<file path="config.mk">
export PLATFORM = sky130hd
export DESIGN_NAME = coin_credit_bank_flat
export DESIGN_NICKNAME = d
export VERILOG_FILES = /design/src/rtl/coin_credit_bank_if.sv /design/src/rtl/coin_credit_bank.sv /design/src/flat_wrapper.sv
export SDC_FILE = /design/constraint.sdc
export NUM_CORES = 1
export LEC_CHECK = 0
export ABC_AREA = 1
export BUFFER_PORTS_ARGS = -buffer_cell sky130_fd_sc_hd__buf_4
export CAP_MARGIN = 10
export CORE_ASPECT_RATIO = 0.9
export CORE_MARGIN = 2
export CORE_UTILIZATION = 56
export CTS_CLUSTER_DIAMETER = 150
export DETAILED_ROUTE_END_ITERATION = 10
export GPL_ROUTABILITY_DRIVEN = 1
export HOLD_SLACK_MARGIN = 0.05
export PLACE_DENSITY = 0.76
export SETUP_SLACK_MARGIN = 0.4
export SKIP_CTS_REPAIR_TIMING = 1
export SLEW_MARGIN = 40
export SYNTH_ARGS = -nofsm -noshare
export SYNTH_HDL_FRONTEND = slang
export SYNTH_SLANG_ARGS = --single-unit
</file>
<file path="constraint.sdc">
create_clock -name clk -period 5.06 [get_ports clk]
set_input_delay 0 -clock clk [delete_from_list [all_inputs] [get_ports clk]]
set_output_delay 0 -clock clk [all_outputs]
set_load 0.03 [all_outputs]
</file>
<file path="src/rtl/coin_credit_bank_if.sv">
// Controller/sensor side bundle of the coin credit bank: coin lines, bet handshake, payout, display.
// master = game controller and sensors, slave = the credit bank.
interface coin_credit_bank_if #(
    parameter int NCH    = 2,
    parameter int CW     = 10,
    parameter int PW     = 8,
    parameter int DIGITS = 3
);
    logic [NCH-1:0]    coin_n;
    logic              bet_req;
    logic              round_done;
    logic              payout_valid;
    logic [PW-1:0]     payout_amt;
    logic [CW-1:0]     credit;
    logic              busy;
    logic              bet_ok;
    logic              bet_rej;
    logic              coin_rej;
    logic [DIGITS-1:0] DIGIT;
    logic [6:0]        DISPLAY;

    modport master (
        output coin_n, bet_req, round_done, payout_valid, payout_amt,
        input  credit, busy, bet_ok, bet_rej, coin_rej, DIGIT, DISPLAY
    );

    modport slave (
        input  coin_n, bet_req, round_done, payout_valid, payout_amt,
        output credit, busy, bet_ok, bet_rej, coin_rej, DIGIT, DISPLAY
    );
endinterface

</file>
<file path="src/rtl/coin_credit_bank.sv">
// Coin credit accumulator with bet FSM, saturating payouts, sequential BCD and 7-seg scan.
// Coin->credit 3 edges, bet_req->bet_ok 2 edges, payout 1 edge; no backpressure, pulses are one cycle.
module coin_credit_bank #(
    parameter int               NCH       = 2,
    parameter logic [NCH*8-1:0] COIN_VAL  = {8'd10, 8'd5},
    parameter int               DIGITS    = 3,
    parameter int               CW        = 10,
    parameter int               BET       = 15,
    parameter int               PW        = 8,
    parameter int               LOCK_CYC  = 50_000_000,
    parameter int               SCAN_BITS = 18
) (
    input  logic              clk,
    input  logic              rst_n,
    coin_credit_bank_if.slave bus
);
    localparam int MAX  = (10 ** DIGITS) - 1;
    localparam int AW   = CW + PW + 1;
    localparam int LW   = $clog2(LOCK_CYC + 1);
    localparam int CNTW = $clog2(CW + 1);
    localparam int BW   = DIGITS * 4;
    localparam int DGW  = (DIGITS > 1) ? $clog2(DIGITS) : 1;

    typedef enum logic {S_IDLE, S_BUSY} state_t;

    // ---------------- coin synchronisers and lockouts ----------------
    logic [NCH-1:0] sync1_q, sync2_q, sync3_q;
    logic [NCH-1:0] fall, cand;
    logic [LW-1:0]  lock_q [NCH];
    logic [LW-1:0]  lock_d [NCH];

    always_ff @(posedge clk or negedge rst_n) begin
        if (!rst_n) begin
            sync1_q <= '1;
            sync2_q <= '1;
            sync3_q <= '1;
        end else begin
            sync1_q <= bus.coin_n;
            sync2_q <= sync1_q;
            sync3_q <= sync2_q;
        end
    end

    assign fall = sync3_q & ~sync2_q;

    // A refused coin still arms the lockout so a bouncing sensor cannot retry.
    always_comb begin
        cand = '0;
        for (int i = 0; i < NCH; i++) begin
            lock_d[i] = lock_q[i];
            cand[i]   = fall[i] && (lock_q[i] == '0);
            if (cand[i])
                lock_d[i] = LW'(LOCK_CYC);
            else if (lock_q[i] != '0)
                lock_d[i] = lock_q[i] - 1'b1;
        end
    end

    always_ff @(posedge clk or negedge rst_n) begin
        if (!rst_n) begin
            for (int i = 0; i < NCH; i++) lock_q[i] <= '0;
        end else begin
            for (int i = 0; i < NCH; i++) lock_q[i] <= lock_d[i];
        end
    end

    // ---------------- bet request edge detect and FSM ----------------
    logic   req_s_q, req_p_q, bet_rise;
    state_t state_q, state_d;
    logic [CW-1:0] credit_q, credit_d;
    logic   credit_ok, bet_acc, bet_refuse, busy_int;

    always_ff @(posedge clk or negedge rst_n) begin
        if (!rst_n) begin
            req_s_q <= 1'b0;
            req_p_q <= 1'b0;
        end else begin
            req_s_q <= bus.bet_req;
            req_p_q <= req_s_q;
        end
    end

    assign bet_rise  = req_s_q & ~req_p_q;
    assign credit_ok = (credit_q >= CW'(BET));

    always_ff @(posedge clk or negedge rst_n) begin
        if (!rst_n) state_q <= S_IDLE;
        else        state_q <= state_d;
    end

    always_comb begin
        state_d = state_q;
        case (state_q)
            S_IDLE:  if (bet_rise && credit_ok) state_d = S_BUSY;
            S_BUSY:  if (bus.round_done)        state_d = S_IDLE;
            default: state_d = S_IDLE;
        endcase
    end

    always_comb begin
        bet_acc    = 1'b0;
        bet_refuse = 1'b0;
        busy_int   = 1'b0;
        case (state_q)
            S_IDLE: begin
                bet_acc    = bet_rise && credit_ok;
                bet_refuse = bet_rise && !credit_ok;
            end
            S_BUSY:  busy_int = 1'b1;
            default: busy_int = 1'b0;
        endcase
    end

    // ---------------- credit datapath ----------------
    logic [AW-1:0] base, coinsum, with_coin, after_coin, with_pay;
    logic          coin_refuse;

    always_comb begin
        coinsum = '0;
        for (int i = 0; i < NCH; i++)
            if (cand[i]) coinsum = coinsum + AW'(COIN_VAL[8*i +: 8]);
        base        = AW'(credit_q) - (bet_acc ? AW'(BET) : AW'(0));
        with_coin   = base + coinsum;
        coin_refuse = (cand != '0) && (with_coin > AW'(MAX));
        after_coin  = coin_refuse ? base : with_coin;
        with_pay    = after_coin + (bus.payout_valid ? AW'(bus.payout_amt) : AW'(0));
        credit_d    = (with_pay > AW'(MAX)) ? CW'(MAX) : with_pay[CW-1:0];
    end

    logic bet_ok_q, bet_rej_q, coin_rej_q;

    always_ff @(posedge clk or negedge rst_n) begin
        if (!rst_n) begin
            credit_q   <= '0;
            bet_ok_q   <= 1'b0;
            bet_rej_q  <= 1'b0;
            coin_rej_q <= 1'b0;
        end else begin
            credit_q   <= credit_d;
            bet_ok_q   <= bet_acc;
            bet_rej_q  <= bet_refuse;
            coin_rej_q <= coin_refuse;
        end
    end

    // ---------------- iterative double-dabble ----------------
    // Step 0 samples credit; steps 1..CW each adjust and shift one bit in.
    logic [CNTW-1:0]  cnt_q;
    logic [CW-1:0]    sh_q;
    logic [BW-1:0]    work_q, work_adj, bcd_q;
    logic [BW+CW-1:0] dd_nxt;

    always_comb begin
        work_adj = work_q;
        for (int d = 0; d < DIGITS; d++)
            if (work_q[4*d +: 4] >= 4'd5) work_adj[4*d +: 4] = work_q[4*d +: 4] + 4'd3;
        dd_nxt = {work_adj, sh_q} << 1;
    end

    always_ff @(posedge clk or negedge rst_n) begin
        if (!rst_n) begin
            cnt_q  <= '0;
            sh_q   <= '0;
            work_q <= '0;
            bcd_q  <= '0;
        end else if (cnt_q == '0) begin
            sh_q   <= credit_q;
            work_q <= '0;
            cnt_q  <= CNTW'(1);
        end else begin
            sh_q   <= dd_nxt[CW-1:0];
            work_q <= dd_nxt[BW+CW-1:CW];
            if (cnt_q == CNTW'(CW)) begin
                bcd_q <= dd_nxt[BW+CW-1:CW];
                cnt_q <= '0;
            end else begin
                cnt_q <= cnt_q + 1'b1;
            end
        end
    end

    // ---------------- display scan ----------------
    logic [SCAN_BITS-1:0] div_q;
    logic [DGW-1:0]       dig_q;

    always_ff @(posedge clk or negedge rst_n) begin
        if (!rst_n) begin
            div_q <= '0;
            dig_q <= '0;
        end else begin
            div_q <= div_q + 1'b1;
            if (&div_q)
                dig_q <= (dig_q == DGW'(DIGITS - 1)) ? '0 : dig_q + 1'b1;
        end
    end

    function automatic logic [6:0] seg7(input logic [3:0] n);
        case (n)
            4'd0:    seg7 = 7'b1000000;
            4'd1:    seg7 = 7'b1111001;
            4'd2:    seg7 = 7'b0100100;
            4'd3:    seg7 = 7'b0110000;
            4'd4:    seg7 = 7'b0011001;
            4'd5:    seg7 = 7'b0010010;
            4'd6:    seg7 = 7'b0000010;
            4'd7:    seg7 = 7'b1111000;
            4'd8:    seg7 = 7'b0000000;
            4'd9:    seg7 = 7'b0010000;
            default: seg7 = 7'b1111111;
        endcase
    endfunction

    assign bus.credit   = credit_q;
    assign bus.busy     = busy_int;
    assign bus.bet_ok   = bet_ok_q;
    assign bus.bet_rej  = bet_rej_q;
    assign bus.coin_rej = coin_rej_q;
    assign bus.DIGIT    = ~(DIGITS'(1) << dig_q);
    assign bus.DISPLAY  = seg7(bcd_q[{dig_q, 2'b00} +: 4]);
endmodule

</file>
<file path="src/flat_wrapper.sv">
// flat-port wrapper written by rule: the top's interface ports become plain ports
module coin_credit_bank_flat 
#(
    parameter int               NCH       = 2,
    parameter logic [NCH*8-1:0] COIN_VAL  = {8'd10, 8'd5},
    parameter int               DIGITS    = 3,
    parameter int               CW        = 10,
    parameter int               BET       = 15,
    parameter int               PW        = 8,
    parameter int               LOCK_CYC  = 50_000_000,
    parameter int               SCAN_BITS = 18
)
  (clk, rst_n, bus_coin_n, bus_bet_req, bus_round_done, bus_payout_valid, bus_payout_amt, bus_credit, bus_busy, bus_bet_ok, bus_bet_rej, bus_coin_rej, bus_DIGIT, bus_DISPLAY);
  coin_credit_bank_if #(.NCH(NCH), .CW(CW), .PW(PW), .DIGITS(DIGITS)) bus_i ();
  input  logic clk;
  input  logic rst_n;
  input wire logic [$bits(bus_i.coin_n)-1:0] bus_coin_n;
  input wire logic [$bits(bus_i.bet_req)-1:0] bus_bet_req;
  input wire logic [$bits(bus_i.round_done)-1:0] bus_round_done;
  input wire logic [$bits(bus_i.payout_valid)-1:0] bus_payout_valid;
  input wire logic [$bits(bus_i.payout_amt)-1:0] bus_payout_amt;
  output wire logic [$bits(bus_i.credit)-1:0] bus_credit;
  output wire logic [$bits(bus_i.busy)-1:0] bus_busy;
  output wire logic [$bits(bus_i.bet_ok)-1:0] bus_bet_ok;
  output wire logic [$bits(bus_i.bet_rej)-1:0] bus_bet_rej;
  output wire logic [$bits(bus_i.coin_rej)-1:0] bus_coin_rej;
  output wire logic [$bits(bus_i.DIGIT)-1:0] bus_DIGIT;
  output wire logic [$bits(bus_i.DISPLAY)-1:0] bus_DISPLAY;
  assign bus_i.coin_n = bus_coin_n;
  assign bus_i.bet_req = bus_bet_req;
  assign bus_i.round_done = bus_round_done;
  assign bus_i.payout_valid = bus_payout_valid;
  assign bus_i.payout_amt = bus_payout_amt;
  assign bus_credit = bus_i.credit;
  assign bus_busy = bus_i.busy;
  assign bus_bet_ok = bus_i.bet_ok;
  assign bus_bet_rej = bus_i.bet_rej;
  assign bus_coin_rej = bus_i.coin_rej;
  assign bus_DIGIT = bus_i.DIGIT;
  assign bus_DISPLAY = bus_i.DISPLAY;
  coin_credit_bank #(.NCH(NCH), .COIN_VAL(COIN_VAL), .DIGITS(DIGITS), .CW(CW), .BET(BET), .PW(PW), .LOCK_CYC(LOCK_CYC), .SCAN_BITS(SCAN_BITS)) u_core (.clk(clk), .rst_n(rst_n), .bus(bus_i));
endmodule
</file>
# Word-level counts from Yosys, hierarchy flattened
# Memories as Yosys holds them, arrays and structs flattened.
# Cells that the tools add are included.
# totals
in_bits	15
elab_cells	88
output_inout_bits	24
register_bits	132
rom_bits	112
mem_count	1
# op_classes
n_eq_ne	2
addsub	12
n_mux	24
bitwise_logic	7
shifts	2
magnitude_cmp	6
reduce_logical	16
# memory_table
memory	depth	width	read_ports	rd_clocked_by_memory_dff	wr	line_no	rtl
(name not given)	16	7	1	0	0	coin_credit_bank.sv:198	case (n)
# ops
cell	count
two-way mux 26 bit	4
logical NOT 26 bit	2
nonzero test 26 bit	2
subtractor 26 x 1 -> 26 bit, second input constant	2
adder 19 bit	2
> comparator 19 x 10 -> 1 bit, second input constant	2
two-way mux 19 bit	2
two-way mux 10 bit	2
two-way mux 4 bit	5
subtractor 10 x 19 -> 19 bit	1
adder 18 x 1 -> 18 bit, second input constant	1
AND reduction 18 bit	1
greater-or-equal comparator 4 x 3 -> 1 bit, second input constant	3
two-way mux 12 bit	1
indexed part select 12 x 5 -> 4 bit	1
greater-or-equal comparator 10 x 4 -> 1 bit, second input constant	1
adder 4 x 2 -> 4 bit, second input constant	2
two-way mux 8 bit	1
two-way mux 3 bit	2
nonzero test 2 bit	3
adder 3 x 4 -> 5 bit, second input constant	1
logical AND 1 bit	5
two-way mux 1 bit	5
adder 4 x 1 -> 4 bit, second input constant	1
other kinds (15)	17

# Longest topological paths before layout
# logic_depth
ltp_word	13
depth_mapped	49
ltp_nobuf	48

# Least setup slack after synthesis
# Ideal clock, no wire load.
# synth_path
path_type	flip-flop to flip-flop
startpoint	reg u_core.credit_q[1] (netlist: u_core.bus.credit[1])
endpoint	reg u_core.credit_q[4] (netlist: u_core.bus.credit[4])
setup_time_ns	0.115
path_slack_ns	-0.469
path_buffers	1
t_required_ns	4.945
period_less_slack_ns	5.529
t_arrival_ns	5.414
path_stages_with_launch	43
cell_sequence	dfrtp_1 inv_1 nor4_1 nor2_1 nor2_1 inv_1 ha_1 nand4_1 nand2_1 nor2_1 ha_1 nand2_1 inv_1 nand2_1 nand3_1 nand3_1 inv_2 nand2_1 (+7 left out) inv_1 nand2_1 o21ai_0 inv_1 ha_1 fa_1 a21oi_1 o21bai_1 a21oi_1 nor2_1 nor2_1 o21ai_0 nand3_1 nand2_1 nor2_1 nand2_2 nand3_2 nor2_1
# synth_via
elab_chain_len	12
# synth_rtl
item	line_no	rtl
from (decl)	coin_credit_bank.sv:70	logic [CW-1:0] credit_q, credit_d;
from (signal assigned)	coin_credit_bank.sv:139	credit_q <= credit_d;
greater-or-equal comparator 10 x 4 -> 1 bit (*)	coin_credit_bank.sv:84	assign credit_ok = (credit_q >= CW'(BET));
logical AND 1 bit (*)	coin_credit_bank.sv:106	bet_acc = bet_rise && credit_ok;
two-way mux 1 bit (*)	coin_credit_bank.sv:104	case (state_q)
via u_core.bet_acc	coin_credit_bank.sv:71	logic credit_ok, bet_acc, bet_refuse, busy_int;
two-way mux 4 bit (*)	coin_credit_bank.sv:122	base = AW'(credit_q) - (bet_acc ? AW'(BET) : AW'(0));
subtractor 10 x 19 -> 19 bit (*)	coin_credit_bank.sv:122	
adder 19 bit (*)	coin_credit_bank.sv:123	with_coin = base + coinsum;
> comparator 19 x 10 -> 1 bit (*)	coin_credit_bank.sv:124	coin_refuse = (cand != '0) && (with_coin > AW'(MAX));
logical AND 1 bit (*)	coin_credit_bank.sv:124	
via u_core.coin_refuse	coin_credit_bank.sv:116	logic coin_refuse;
two-way mux 19 bit (*)	coin_credit_bank.sv:125	after_coin = coin_refuse ? base : with_coin;
adder 19 bit (*)	coin_credit_bank.sv:126	with_pay = after_coin + (bus.payout_valid ? AW'(bus.payout_amt) : AW'(0));
> comparator 19 x 10 -> 1 bit	coin_credit_bank.sv:127	credit_d = (with_pay > AW'(MAX)) ? CW'(MAX) : with_pay[CW-1:0];
two-way mux 10 bit (*)	coin_credit_bank.sv:127	
via u_core.credit_d[4]	coin_credit_bank.sv:70	
# The timed path passes the listed nets; every way through them passes the cells marked *.
# A chain may end at the register's enable or synchronous reset.

# Final worst setup path
# layout_path
startpoint	reg u_core.credit_q[2] (netlist: u_core.bus.credit[2])
endpoint	reg u_core.credit_q[4] (netlist: u_core.bus.credit[4])
# layout_via
elab_chain_len	12
# layout_rtl
item	line_no
greater-or-equal comparator 10 x 4 -> 1 bit (*)	coin_credit_bank.sv:84
logical AND 1 bit (*)	coin_credit_bank.sv:106
two-way mux 1 bit (*)	coin_credit_bank.sv:104
via u_core.bet_acc	coin_credit_bank.sv:71
two-way mux 4 bit (*)	coin_credit_bank.sv:122
subtractor 10 x 19 -> 19 bit (*)	coin_credit_bank.sv:122
adder 19 bit	coin_credit_bank.sv:123
> comparator 19 x 10 -> 1 bit	coin_credit_bank.sv:124
logical AND 1 bit	coin_credit_bank.sv:124
two-way mux 19 bit (*)	coin_credit_bank.sv:125
adder 19 bit (*)	coin_credit_bank.sv:126
> comparator 19 x 10 -> 1 bit	coin_credit_bank.sv:127
two-way mux 10 bit (*)	coin_credit_bank.sv:127
via u_core.credit_d[4]	coin_credit_bank.sv:70
# Marked as above.

==> run metrics <==
Max Clk Rate=around 0.18 GHz; Sw Ratio=38.7%; Mapped Area=~7500 sq um; routed vias/inst=~5.3; WL per Instance=about 14 um; CTS sink count=about 130; Routed met2 length=roughly 8600 um; CP Max Fanout=11; Leakage=a little over 5 nW; Sequential Power Share=26.4%; Crit-path slowest cell=fa_2; Hold Path Class=input port to flip-flop; PD cells=between 500 and 600 nW/um^2; Int Pwr=around 0.0033 W; first-pass GRT wire length=approximately 28000 um; vias post-DR=6917; gr ovfl total=0; io pins=39; die width=approximately 130 um; Clock transition at path regs=approximately 0.060 ns; 1st-pass router iterations=6; Syn Nets=1004; Worst EP required=between 5 and 6 ns; number of remaining DRC errors=0; total power draw=~0.0055 W; final worst path period need=about 5.5 ns; Worst Skew=0.00606 ns; Total Routed Length=17900 um; Antenna Nets Post-Route=0; post-synthesis cell type count=42; Ant. Diodes=0; Nets=roughly 1200; layout cells sized above 1=25.5%; Cells after Synth=roughly 950; Psw=0.00211 W; GRT Total Usage=between 20 and 25%; commonest cells after routing, fill and taps aside=164 x buf_4, 157 x nand2_1, 156 x inv_1; Worst VDD drop=between 0.4 and 0.5 mV; TritonCTS clock tree=done; total area of multi-input combinational cells=3790 sq um; Crit. End Element=flip-flop; failing checks=setup timing; filler cell count=960; gpl congestion=0.895; Hold Vio Cnt, Final=0; critical path data arrival time=between 5 and 6 ns; Met1 Routed Length=7950 um; type of element launching the critical path=flip-flop; Rows=40; Max clock buf depth=2; Skew-Pair Late Insertion Delay=0.42 ns; sequential cell area fraction in the yosys report=between 40% and 50%; Max Used Layer=met4; vias in the first global route=6399; Crit path top cell by count=inv_2; CTS Buf Count=17; core area=roughly 13000 sq um; DR WL met3=between 1000 and 1500 um; CTS root buf=clkbuf_16; unrepaired setup endpoints after global routing=true; H-tree depth=4; number of antenna violations at the first check in global routing=0; critical path class=flip-flop to flip-flop; combinational fraction of design power=49.2%; max incr delay on CP=between 0.5 and 0.6 ns; final number of max-transition violations=0; area grow syn2layout=32.3%; status=finished, violations left; FF+latch area=~3300 sq um; Die Y=about 110 um; Worst Tran Pin Value=0.735 ns; commonest non-fill, non-tap cell in the layout=buf_4; synth warn=0; Setup violations, final=10; IO buf count=38; max-capacitance violation count=0; Syn Area/Cell=7.87 sq um; Starting Density=between 50% and 60%; DP HPWL=11900 um; Clk pwr share=24.3%; initial DRC count=roughly 700; Die Area=between 10000 and 15000 sq um; Rel. slew slack=51.0%; Tcrit/Tclk final=108%; final worst slack=-0.403 ns; Place WS=-0.383 ns; largest net degree at the start of global routing=95; synthesized flop and latch total=between 100 and 150
-- path summary, 6_finish.rpt --
check	from	end	slack, ns	cells after the start
setup / recovery	u_core.bus.credit[2]	u_core.bus.credit[4]	-0.40	34
max in group asynchronous	rst_n	u_core.bus.credit[1]	3.79	3
hold / removal	bus_payout_amt[0]	u_core.bus.credit[0]	0.03	6
hold reg to reg	u_core.sync1_q[0]	u_core.sync2_q[0]	0.35	0
min in group asynchronous	rst_n	u_core.div_q[2]	0.21	2
setup reg to reg	u_core.bus.credit[2]	u_core.bus.credit[4]	-0.40	34
-- stage by stage --
step	util [%]	instance area, sq um	instances	hold WS [ns]	TNS, ns
6_report	75.0	9910	1316	0.0342	-3.62
5_1_grt	75.0	9910	1316	0.0698	-7.42
4_1_cts	71.6	9460	1286	-0.334	-4.25
3_5_place_dp	66.8	8830	1254	0.109	-3.30
3_3_place_gp	66.8	8830	1254	0.109	-1.93
2_1_floorplan	-	7580	952	-0.296	-1.21
-- registers in the layout, summed over array words and instances, names as in the netlist, 4 cells and up --
register / flops
u_core.bus.credit: 10
u_core.div_q: 18
u_core.sh_q: 10
u_core.bcd_q: 12
u_core.cnt_q: 4
u_core.work_q: 12
u_core.lock_q: 52
-- area by class of cell --
class | count | area share, %
Clock buffer | 25 | 5.00
Clock inverter | 7 | 1.43
Inverter | 174 | 6.61
Multi-Input combinational cell | 639 | 38.2
Sequential cell | 132 | 33.5
Tap cell | 168 | 2.12
Timing Repair Buffer | 171 | 13.2
-- power by group through the flow --
| stage | clock, W | combinational (W) | sequential (W) |
|---|---|---|---|
| floorplan | 0 | 0.00133 | 0.00152 |
| global placement | 0 | 0.00228 | 0.00144 |
| detailed placement | 0 | 0.00233 | 0.00145 |
| CTS | 0.00134 | 0.00235 | 0.00144 |
| global route | 0.00139 | 0.00295 | 0.00147 |
| finish | 0.00133 | 0.00268 | 0.00144 |
-- synthesized netlist by cell type (all sizes together) --
library cell / count / area [sq um]
a211oi: 3 / 22.5
a21o: 2 / 15.0
a21oi: 24 / 124
a221oi: 4 / 35.0
a31oi: 1 / 6.26
and2: 1 / 6.26
and3: 1 / 6.26
buf: 1 / 11.3
clkbuf: 8 / 30.0
clkinv: 2 / 7.51
dfrtp: 126 / 3150
dfstp: 6 / 158
fa: 3 / 60.1
ha: 34 / 425
inv: 172 / 646
nand2: 170 / 648
nand3: 48 / 255
nand3b: 1 / 7.51
nand4: 30 / 194
nor2: 133 / 514
nor3: 28 / 140
nor3b: 1 / 7.51
nor4: 7 / 50.1
o21a: 1 / 7.51
o21ai: 80 / 415
o21bai: 1 / 7.51
o22ai: 5 / 31.3
o31ai: 4 / 30.0
or2: 1 / 6.26
xnor2: 19 / 166
xor2: 35 / 307
-- cells by family (layout without fill, tap and decap cells) --
logic type / count (synthesis) / count (layout) / synth area share, %
buf+inv: 183 / 377 / 9.27
fa+ha+maj: 37 / 37 / 6.48
xor+xnor: 54 / 54 / 6.31
simple gates: 421 / 423 / 24.5
compound gates: 125 / 125 / 9.27
flops: 132 / 132 / 44.2
-- metal layers --
layer | track usage (%) | up-vias
li1 | - | 3405
met1 | 32.3 | 3242
met2 | 40.3 | 230
met3 | 4.17 | 40
met4 | 8.35 | 0
met5 | 0 | -
-- critical path, delay by kind of cell (launching register included) --
kind,cells,cell delay (ns)
AO/OA/AOI/OAI,3,0.59
buffers and inverters,8,0.81
AND/OR/NAND/NOR,18,1.94
flip-flops,1,0.37
XOR/XNOR,1,0.16
adder cells (fa/ha/maj),4,1.46
Note: power is estimated with default switching activity, not from simulation.
